===== src/rtl/serial_subtractor_ctrl_pkg.sv =====
// Purpose: shared state encoding and counter sizing for the bit-serial subtractor.
// Latency: n/a (declarations only).
// Backpressure: n/a (declarations only).
package serial_subtractor_ctrl_pkg;

    typedef enum logic [1:0] {
        ST_IDLE = 2'd0,
        ST_RUN  = 2'd1,
        ST_DONE = 2'd2
    } state_t;

    // Ceiling log2, usable in constant expressions.
    function automatic int clog2(input int value);
        int r;
        r = 0;
        for (int i = 0; i < 32; i++) begin
            if ((1 << i) < value) begin
                r = i + 1;
            end
        end
        return r;
    endfunction

    // Bit counter width: must hold WIDTH-1, never narrower than one bit.
    function automatic int cnt_width(input int width);
        return (clog2(width) < 1) ? 1 : clog2(width);
    endfunction

endpackage


===== src/rtl/serial_subtractor_ctrl_full_subtractor_cell.sv =====
// Purpose: 1-bit full subtractor (x - y - c) built from two half-subtractor stages.
// Latency: purely combinational, zero cycles.
// Backpressure: none; evaluates every cycle.
//
// Ports:
//   x, y, c : minuend bit, subtrahend bit, borrow-in
//   d, bo   : difference bit, borrow-out
module full_subtractor_cell (
    input  logic x,
    input  logic y,
    input  logic c,
    output logic d,
    output logic bo
);

    logic hs1_d;
    logic hs1_b;
    logic hs2_b;

    // First half subtractor: x - y.
    assign hs1_d = x ^ y;
    assign hs1_b = ~x & y;

    // Second half subtractor: (x - y) - c.
    assign d     = hs1_d ^ c;
    assign hs2_b = ~hs1_d & c;

    // Only one stage can borrow at a time, so OR merges them.
    assign bo    = hs1_b | hs2_b;

endmodule


===== src/rtl/serial_subtractor_ctrl.sv =====
// Purpose: bit-serial WIDTH-bit subtractor, diff = a - b - bin, one bit per cycle LSB first.
// Latency: done pulses in the cycle after edge E0+WIDTH (E0 = accepting start edge); one op per WIDTH+2 cycles.
// Backpressure: start is honoured only while ready (IDLE); starts during RUN/DONE are dropped, not queued.
//
// Ports:
//   clk, rst          : rising-edge clock, synchronous active-high reset
//   start, a, b, bin  : request and operands, captured on the accepted start edge
//   ready, busy, done : IDLE indicator, RUN indicator, one-cycle result-valid pulse
//   diff, bout        : result and final borrow, held until the next done
//   ovf               : signed overflow flag, present only with SERIAL_SUB_SIGNED_OVF_EN defined
module serial_subtractor_ctrl
    import serial_subtractor_ctrl_pkg::*;
#(
    parameter int WIDTH = 8
) (
    input  logic             clk,
    input  logic             rst,
    input  logic             start,
    input  logic [WIDTH-1:0] a,
    input  logic [WIDTH-1:0] b,
    input  logic             bin,
    output logic             ready,
    output logic             busy,
    output logic             done,
    output logic [WIDTH-1:0] diff,
`ifdef SERIAL_SUB_SIGNED_OVF_EN
    output logic             ovf,
`endif
    output logic             bout
);

    localparam int             CW   = cnt_width(WIDTH);
    localparam logic [CW-1:0]  LAST = CW'(WIDTH - 1);

    state_t           state;
    state_t           state_nxt;

    logic [WIDTH-1:0] sha;
    logic [WIDTH-1:0] shb;
    logic [WIDTH-1:0] res;
    logic             borrow;
    logic [CW-1:0]    cnt;

    logic             cell_d;
    logic             cell_bo;
    logic             last_bit;

`ifdef SERIAL_SUB_SIGNED_OVF_EN
    logic             a_msb;
    logic             b_msb;
`endif

    full_subtractor_cell u_cell (
        .x  (sha[0]),
        .y  (shb[0]),
        .c  (borrow),
        .d  (cell_d),
        .bo (cell_bo)
    );

    assign last_bit = (cnt == LAST);

    always_ff @(posedge clk) begin
        if (rst) begin
            state <= ST_IDLE;
        end else begin
            state <= state_nxt;
        end
    end

    always_comb begin
        state_nxt = state;
        ready     = 1'b0;
        busy      = 1'b0;
        done      = 1'b0;
        case (state)
            ST_IDLE: begin
                ready = 1'b1;
                if (start) begin
                    state_nxt = ST_RUN;
                end
            end
            ST_RUN: begin
                busy = 1'b1;
                if (last_bit) begin
                    state_nxt = ST_DONE;
                end
            end
            ST_DONE: begin
                done      = 1'b1;
                state_nxt = ST_IDLE;
            end
            default: begin
                state_nxt = ST_IDLE;
            end
        endcase
    end

    // Datapath: operands are only loaded in IDLE, so a start seen during
    // RUN/DONE cannot disturb the shift registers.
    always_ff @(posedge clk) begin
        if (rst) begin
            sha    <= '0;
            shb    <= '0;
            res    <= '0;
            borrow <= 1'b0;
            cnt    <= '0;
            diff   <= '0;
            bout   <= 1'b0;
`ifdef SERIAL_SUB_SIGNED_OVF_EN
            a_msb  <= 1'b0;
            b_msb  <= 1'b0;
            ovf    <= 1'b0;
`endif
        end else begin
            case (state)
                ST_IDLE: begin
                    if (start) begin
                        sha    <= a;
                        shb    <= b;
                        borrow <= bin;
                        cnt    <= '0;
`ifdef SERIAL_SUB_SIGNED_OVF_EN
                        a_msb  <= a[WIDTH-1];
                        b_msb  <= b[WIDTH-1];
`endif
                    end
                end
                ST_RUN: begin
                    res    <= {cell_d, res[WIDTH-1:1]};
                    sha    <= sha >> 1;
                    shb    <= shb >> 1;
                    borrow <= cell_bo;
                    cnt    <= cnt + CW'(1);
                    if (last_bit) begin
                        // The bit being processed now is the MSB of the result.
                        diff <= {cell_d, res[WIDTH-1:1]};
                        bout <= cell_bo;
`ifdef SERIAL_SUB_SIGNED_OVF_EN
                        ovf  <= (a_msb != b_msb) && (cell_d != a_msb);
`endif
                    end
                end
                default: begin
                end
            endcase
        end
    end

endmodule


===== config.mk =====
export PLATFORM = sky130hd
export DESIGN_NAME = serial_subtractor_ctrl
export DESIGN_NICKNAME = d
export VERILOG_FILES = /design/src/rtl/serial_subtractor_ctrl_pkg.sv /design/src/rtl/serial_subtractor_ctrl_full_subtractor_cell.sv /design/src/rtl/serial_subtractor_ctrl.sv
export SDC_FILE = /design/constraint.sdc
export NUM_CORES = 1
export LEC_CHECK = 0
export BUFFER_PORTS_ARGS = -buffer_cell sky130_fd_sc_hd__buf_2
export CELL_PAD_IN_SITES_DETAIL_PLACEMENT = 1
export CELL_PAD_IN_SITES_GLOBAL_PLACEMENT = 2
export CORE_ASPECT_RATIO = 1.1
export CORE_UTILIZATION = 38
export DETAILED_ROUTE_END_ITERATION = 7
export PLACE_DENSITY = 0.92
export SYNTH_ARGS = -nofsm -noshare
export SYNTH_HDL_FRONTEND = slang
export SYNTH_SLANG_ARGS = --single-unit

===== constraint.sdc =====
create_clock -name clk -period 6.09 [get_ports clk]
set_clock_uncertainty 0.15 [all_clocks]
set_input_delay 1.218 -clock clk [delete_from_list [all_inputs] [get_ports clk]]
set_output_delay 1.218 -clock clk [all_outputs]
set_load 0.03 [all_outputs]

=== Yosys cells after proc, flatten, opt, wreduce, memory -nomap -nowiden ===
Index checks and enable logic that the tools add are counted.

* Input port bits: 20
* Flip-flop bits (word level): 68

* Bitwise operators: 7
* Reductions and logical operators: 5
* Muxes and demuxes: 14
* Equal/unequal tests: 5
* Add/subtract/negate cells: 1

{| class="wikitable"
|+ Operators by type and width
! kind !! number
|-
| 32-bit case mux with 2 select lines || 1
|-
| 32-bit by 1-bit adder with 32-bit output (second input constant) || 1
|-
| 32-bit by 3-bit equality test with 1-bit output (second input constant) || 1
|-
| 32-bit 2-to-1 mux || 1
|-
| 8-bit case mux with 2 select lines || 2
|-
| 8-bit 2-to-1 mux || 2
|-
| 2-bit AND reduction || 3
|-
| 1-bit 2-to-1 mux || 4
|-
| 2-bit 2-to-1 mux || 2
|-
| 2-bit != test (second input constant) || 2
|-
| 2-bit case mux with 2 select lines || 1
|-
| 1-bit AND || 2
|-
| 2-bit by 1-bit equality test with 1-bit output (second input constant) || 1
|-
| 2-bit equality test (second input constant) || 1
|-
| 2-bit logical NOT || 1
|-
| 1-bit inverter || 2
|-
| 1-bit case mux with 2 select lines || 1
|-
| 2-bit nonzero test || 1
|-
| 1-bit XOR || 2
|-
| 1-bit bitwise OR || 1
|}

=== Logic depth before layout (Yosys ltp) ===
* Depth in word-level cells: 5
* Gate-level depth with buffers: 7
* Depth with buffers taken out: 5

=== Cells and area by module ===
From an unflattened synthesis, not the netlist that was laid out.

* Cells, all modules: 372
* Area total of the unflattened synthesis: 3,161.8 sq um

{| class="wikitable"
|+ Modules (own cells, without submodules)
! module !! sequential area each (sq um) !! area an instance (sq um) !! cells each !! instances
|-
| serial_subtractor_ctrl || 1,341.3 || 3,130.5 || 368 || 1
|-
| full_subtractor_cell || 0.0 || 31.3 || 4 || 1
|}

=== Worst setup path after synthesis ===
OpenSTA, ideal clock, no wires.

* Path type: reg2out
* Start point: reg state[1]
* End point: out busy
* Arrival time: 1,484 ps
* Path buffers: 3
* Path slack: 3,238 ps
* Stages on the path, launching flop included: 6
* Required time: 4,722 ps
* Cells stage by stage: dfxtp_1 nand2b_1 clkbuf_1 inv_1 clkbuf_1 clkbuf_1

* Longest elaborated chain between the ends: 2

{| class="wikitable"
|+ Ends and longest elaborated chain
! item !! RTL line !! source
|-
| from (decl) || serial_subtractor_ctrl.sv:35 || <nowiki>state_t state;</nowiki>
|-
| from (signal assigned) || serial_subtractor_ctrl.sv:67 || <nowiki>state <= state_nxt;</nowiki>
|-
| 2-bit by 1-bit equality test with 1-bit output || serial_subtractor_ctrl.sv:76 || <nowiki>case (state)</nowiki>
|-
| 1-bit 2-to-1 mux || serial_subtractor_ctrl.sv:76 ||
|-
| to (decl) || serial_subtractor_ctrl.sv:23 || <nowiki>output logic busy,</nowiki>
|}

No other way between the ends.

=== Worst setup path in the final report ===
* Start point: reg state[0]
* End point: out busy

Same word-level chain as after synthesis.

==> results by stage <==
Clock tree:
- The clock root buffer is clkbuf_8.
- The clock reaches the later pin of the worst-skew pair after 0.36 ns.
- After clock tree synthesis, the clock-pin slew on the worst setup and hold paths is 0.08 ns.
- The number of buffers added to fix hold violations after cts is 0.
- The sink count of the clock tree is 67.
- Buffers inserted during clock tree synthesis total 9.
- The number of buffers inserted to repair setup after CTS is 0.
- The H-tree was split into 3 levels.
- The longest clock path from root to sink contains 2 buffers.
- The CTS tree is yes.
- Once the clock tree was built, the resizer swapped 0 gates to a different size.

Global route:
- Global routing consumed, over all layers together, 20.2% of the routing resources.
- The number of antenna violations at the first check in global routing is 0.
- Entering global routing, the biggest net connects 69 pins.
- The residual overflow from global routing is 0.
- The via count of the first global-routing pass is 2817.
- The first global-routing pass estimated 13.5 mm of wire.

Synth:
- The mean instance size in the synthesized netlist is 8.63 um^2.
- In this run the biggest area consumer among cell types represents 43.2% of the synthesized area.
- The top flip-flop cell by instance count after synthesis is dfxtp_1.
- The cell type contributing the most total cell area after synthesis is dfxtp_1.
- Synthesis produced 360 cells.
- The netlist area before placement is 0.00311 mm^2.
- Ranked by total cell area, the synthesized netlist is headed by dfxtp_1 (43%), a21oi_1 (6.9%), nand2_1 (5.0%).
- The synthesized design contains 0 enable-type register cells.
- The fraction of registers with async set/reset is 0%.
- The post-synthesis net count is 382.
- The Yosys step of the flow raised 0 warnings.
- After synthesis the netlist holds a flip-flop and latch count of 67.
- The number of distinct library cells after synthesis is 42.
- The sequential area share after synthesis is 43.2%.

Route:
- The final antenna-violating net count is 0.
- The overall routed net length is 7.90 mm.
- The number of iterations in the first detailed-routing pass is 4.
- The via density per instance is 5.60.
- The highest layer touched by signal routing is met4.
- Detailed routing inserted a total of 2773 vias.
- After the first detailed-routing iteration, the DRC count stood at 100.
- The routed design uses 215 um of met3 wire.
- The final routed wire length divided by cell count is 16.0 um.
- After detailed routing, the number of remaining DRC violations is 0.
- The routed wire length on met2 is 4.00 mm.
- In the final routing, the length of wire on met1 measures 3.55 mm.

Final layout:
- Leaving out filler cells and counting taps, the final layout contains 495.
- From synthesis to final layout, the design area changed by 13.8%.
- The post-layout instance area is 0.00353 mm^2.
- The repair_antennas step left the layout with diodes totalling 0.
- The area used by multi-input combinational logic is 0.00165 mm^2.
- In the layout the commonest cells are dfxtp_1 (67), a21oi_1 (43), nand2_1 (41).
- Counting the fill cells in the layout gives 962.
- The total number of nets in the final design is 404.
- Leaving out fill and tap cells, the most frequent cell in the layout is dfxtp_1.
- The sequential cell area in the final layout is 0.00134 mm^2.
- The post-route netlist has 18.3% of its cells at a drive strength greater than 1.

Die:
- The die covers 0.00854 mm^2.
- Once the floorplan was initialized, standard cells occupied 39.2% of the core.
- The floorplan die height is 96.8 um.
- The number of top-level design ports is 32.
- The floorplan die width is 88.2 um.
- The area inside the core boundary is 0.00791 mm^2.
- Row generation in the floorplan step produced 34 rows.

Hold path:
- The classification of the worst-slack hold path is register to register.
- The number of cells traversed by the worst hold path is 2.
- The hold path startpoint is shb[4].
- The worst hold path terminates at shb[4].

Worst setup path:
- STA classifies the critical path startpoint as a register.
- The internal reg-to-reg setup slack is 3.38 ns.
- The worst register-to-register path begins at state[0].
- For the worst setup path, the data required time is 4.72 ns.
- Among all stages on the critical path, the largest delay is contributed by inv_1.
- STA classifies the critical path endpoint as a primary output.
- The critical path goes through nand2b_1 > inv_1 > buf_2.
- In this run the critical register-to-register path is captured at cnt[27].
- At the worst endpoint, the arrival time is 2.37 ns.
- The peak fanout along the critical path is 29.
- The depth of the worst register-to-register path is 4.
- In this design, the stage delay of the slowest critical-path cell is 0.81 ns.
- The critical path is of the register to primary output type.

STA:
- At the pin with the least slew margin, the transition time is 1.03 ns.
- The maximum clock frequency is 268 MHz.
- The sum of negative setup slack is 0 ns.
- The final max-slew violation count is 0.
- Setup violations remaining at the end of the flow were counted as 0.
- Setup repair after global routing left no endpoint under its margin.
- The worst slew slack as a fraction of its limit is 30.8%.
- The final count of hold timing violations was 0.
- Of the available clock period, the critical path in the final layout requires 61.3%.
- The clock period minus final worst setup slack is 3.73 ns.

Job:
- The total of max-cap violations is 0.

Placement:
- The routability congestion estimate from global placement is 0.723.
- Detailed placement finished with a half-perimeter wire length of 5.18 mm.
- The placed cell area is 0.00333 mm^2.
- Counting tap cells, the placed design contains a total of 479 instances.
- The count of port buffers added during placement is 31.

Status:
- The flow ran to the end, and the final reports show no timing, DRC or antenna violations.

Power and ir drop:
- The power density over the cells is 255 mW/mm^2.
- VDD sags by at most 0.144 mV.
- Summed over all cells, the static leakage comes to 1.20 nW.
-- layout make-up --
class | instances | area share (%)
Sequential cell | 67 | 38.0
Inverter | 5 | 0.531
Tap cell | 108 | 3.82
Timing Repair Buffer | 35 | 5.24
Clock buffer | 10 | 3.90
Clock inverter | 6 | 1.84
Multi-Input combinational cell | 264 | 46.7
-- cell usage after synthesis, types with 2 or more instances --
cell type  count
nand3b_1       2
mux2_2        13
dfxtp_1       67
nor3b_1       10
nor4_1         9
or3_1          7
nand2_1       41
nand4_1        9
inv_1          5
nor2_1        21
nand3_1       17
nor2b_1        2
o211ai_1       8
buf_2          2
o21ai_0        3
nor3_1         4
mux2i_1        8
and3_1         2
clkbuf_1      20
a211oi_1       2
o311ai_0       6
or4_1          7
and4_1         4
nand2b_1      17
a22oi_1       15
a21oi_1       43
-- layer usage --
metal / track usage, % / vias to the layer above
met5: 0 / -
met4: 7.69 / 0
met3: 5.63 / 11
met2: 33.6 / 46
met1: 24.4 / 1352
li1: - / 1364
-- cell families (layout without fill, tap and decap cells) --
| kind of cell | Yosys count | in the layout | share of synthesized area (%) |
|---|---|---|---|
| muxes | 21 | 21 | 7.29 |
| AOI/OAI and AO/OA | 80 | 80 | 15.8 |
| buffers and inverters | 29 | 56 | 3.83 |
| and+or+nand+nor | 161 | 161 | 28.8 |
| DFF | 67 | 67 | 43.2 |
| adders and majority gates | 2 | 2 | 1.05 |
-- state kept, by name, indices dropped and copies added, names as in the netlist --
name	cells
shb	8
bout	1
borrow	1
res	7
sha	8
state	2
cnt	32
diff	8
-- stage by stage --
step                utilization (%)  power, W  setup WS (ns)  hold slack [ns]
global route                   44.7  0.000936           2.15            0.337
floorplan                         -  0.000508           3.24            0.286
detailed placement             42.1  0.000530           2.75            0.301
global placement               42.1  0.000527           2.77            0.296
finish                         44.7  0.000902           2.36            0.311
CTS                            44.7  0.000912           2.34            0.313
-- worst max-delay path, delay by kind of cell (launching register included) --
family | cells | cell delay (ns)
buf+inv | 2 | 1.14
flops | 1 | 0.45
simple gates | 1 | 0.41
-- how the worst max path moves through the flow --
stage          startpoint   end  slack (ns)
6_report         state[0]  busy        2.36
5_1_grt          state[0]  busy        2.15
4_1_cts          state[0]  busy        2.34
3_5_place_dp     state[0]  busy        2.75
3_3_place_gp     state[0]  busy        2.77
2_1_floorplan    state[1]  busy        3.24
-- power by group --
group / switching, W / leakage [nW] / internal [W]
Sequential: 0.00000707 / 0.543 / 0.000448
Combinational: 0.0000429 / 0.556 / 0.0000214
Clock: 0.000183 / 0.102 / 0.000200
Note: power is estimated with default switching activity, not from simulation.
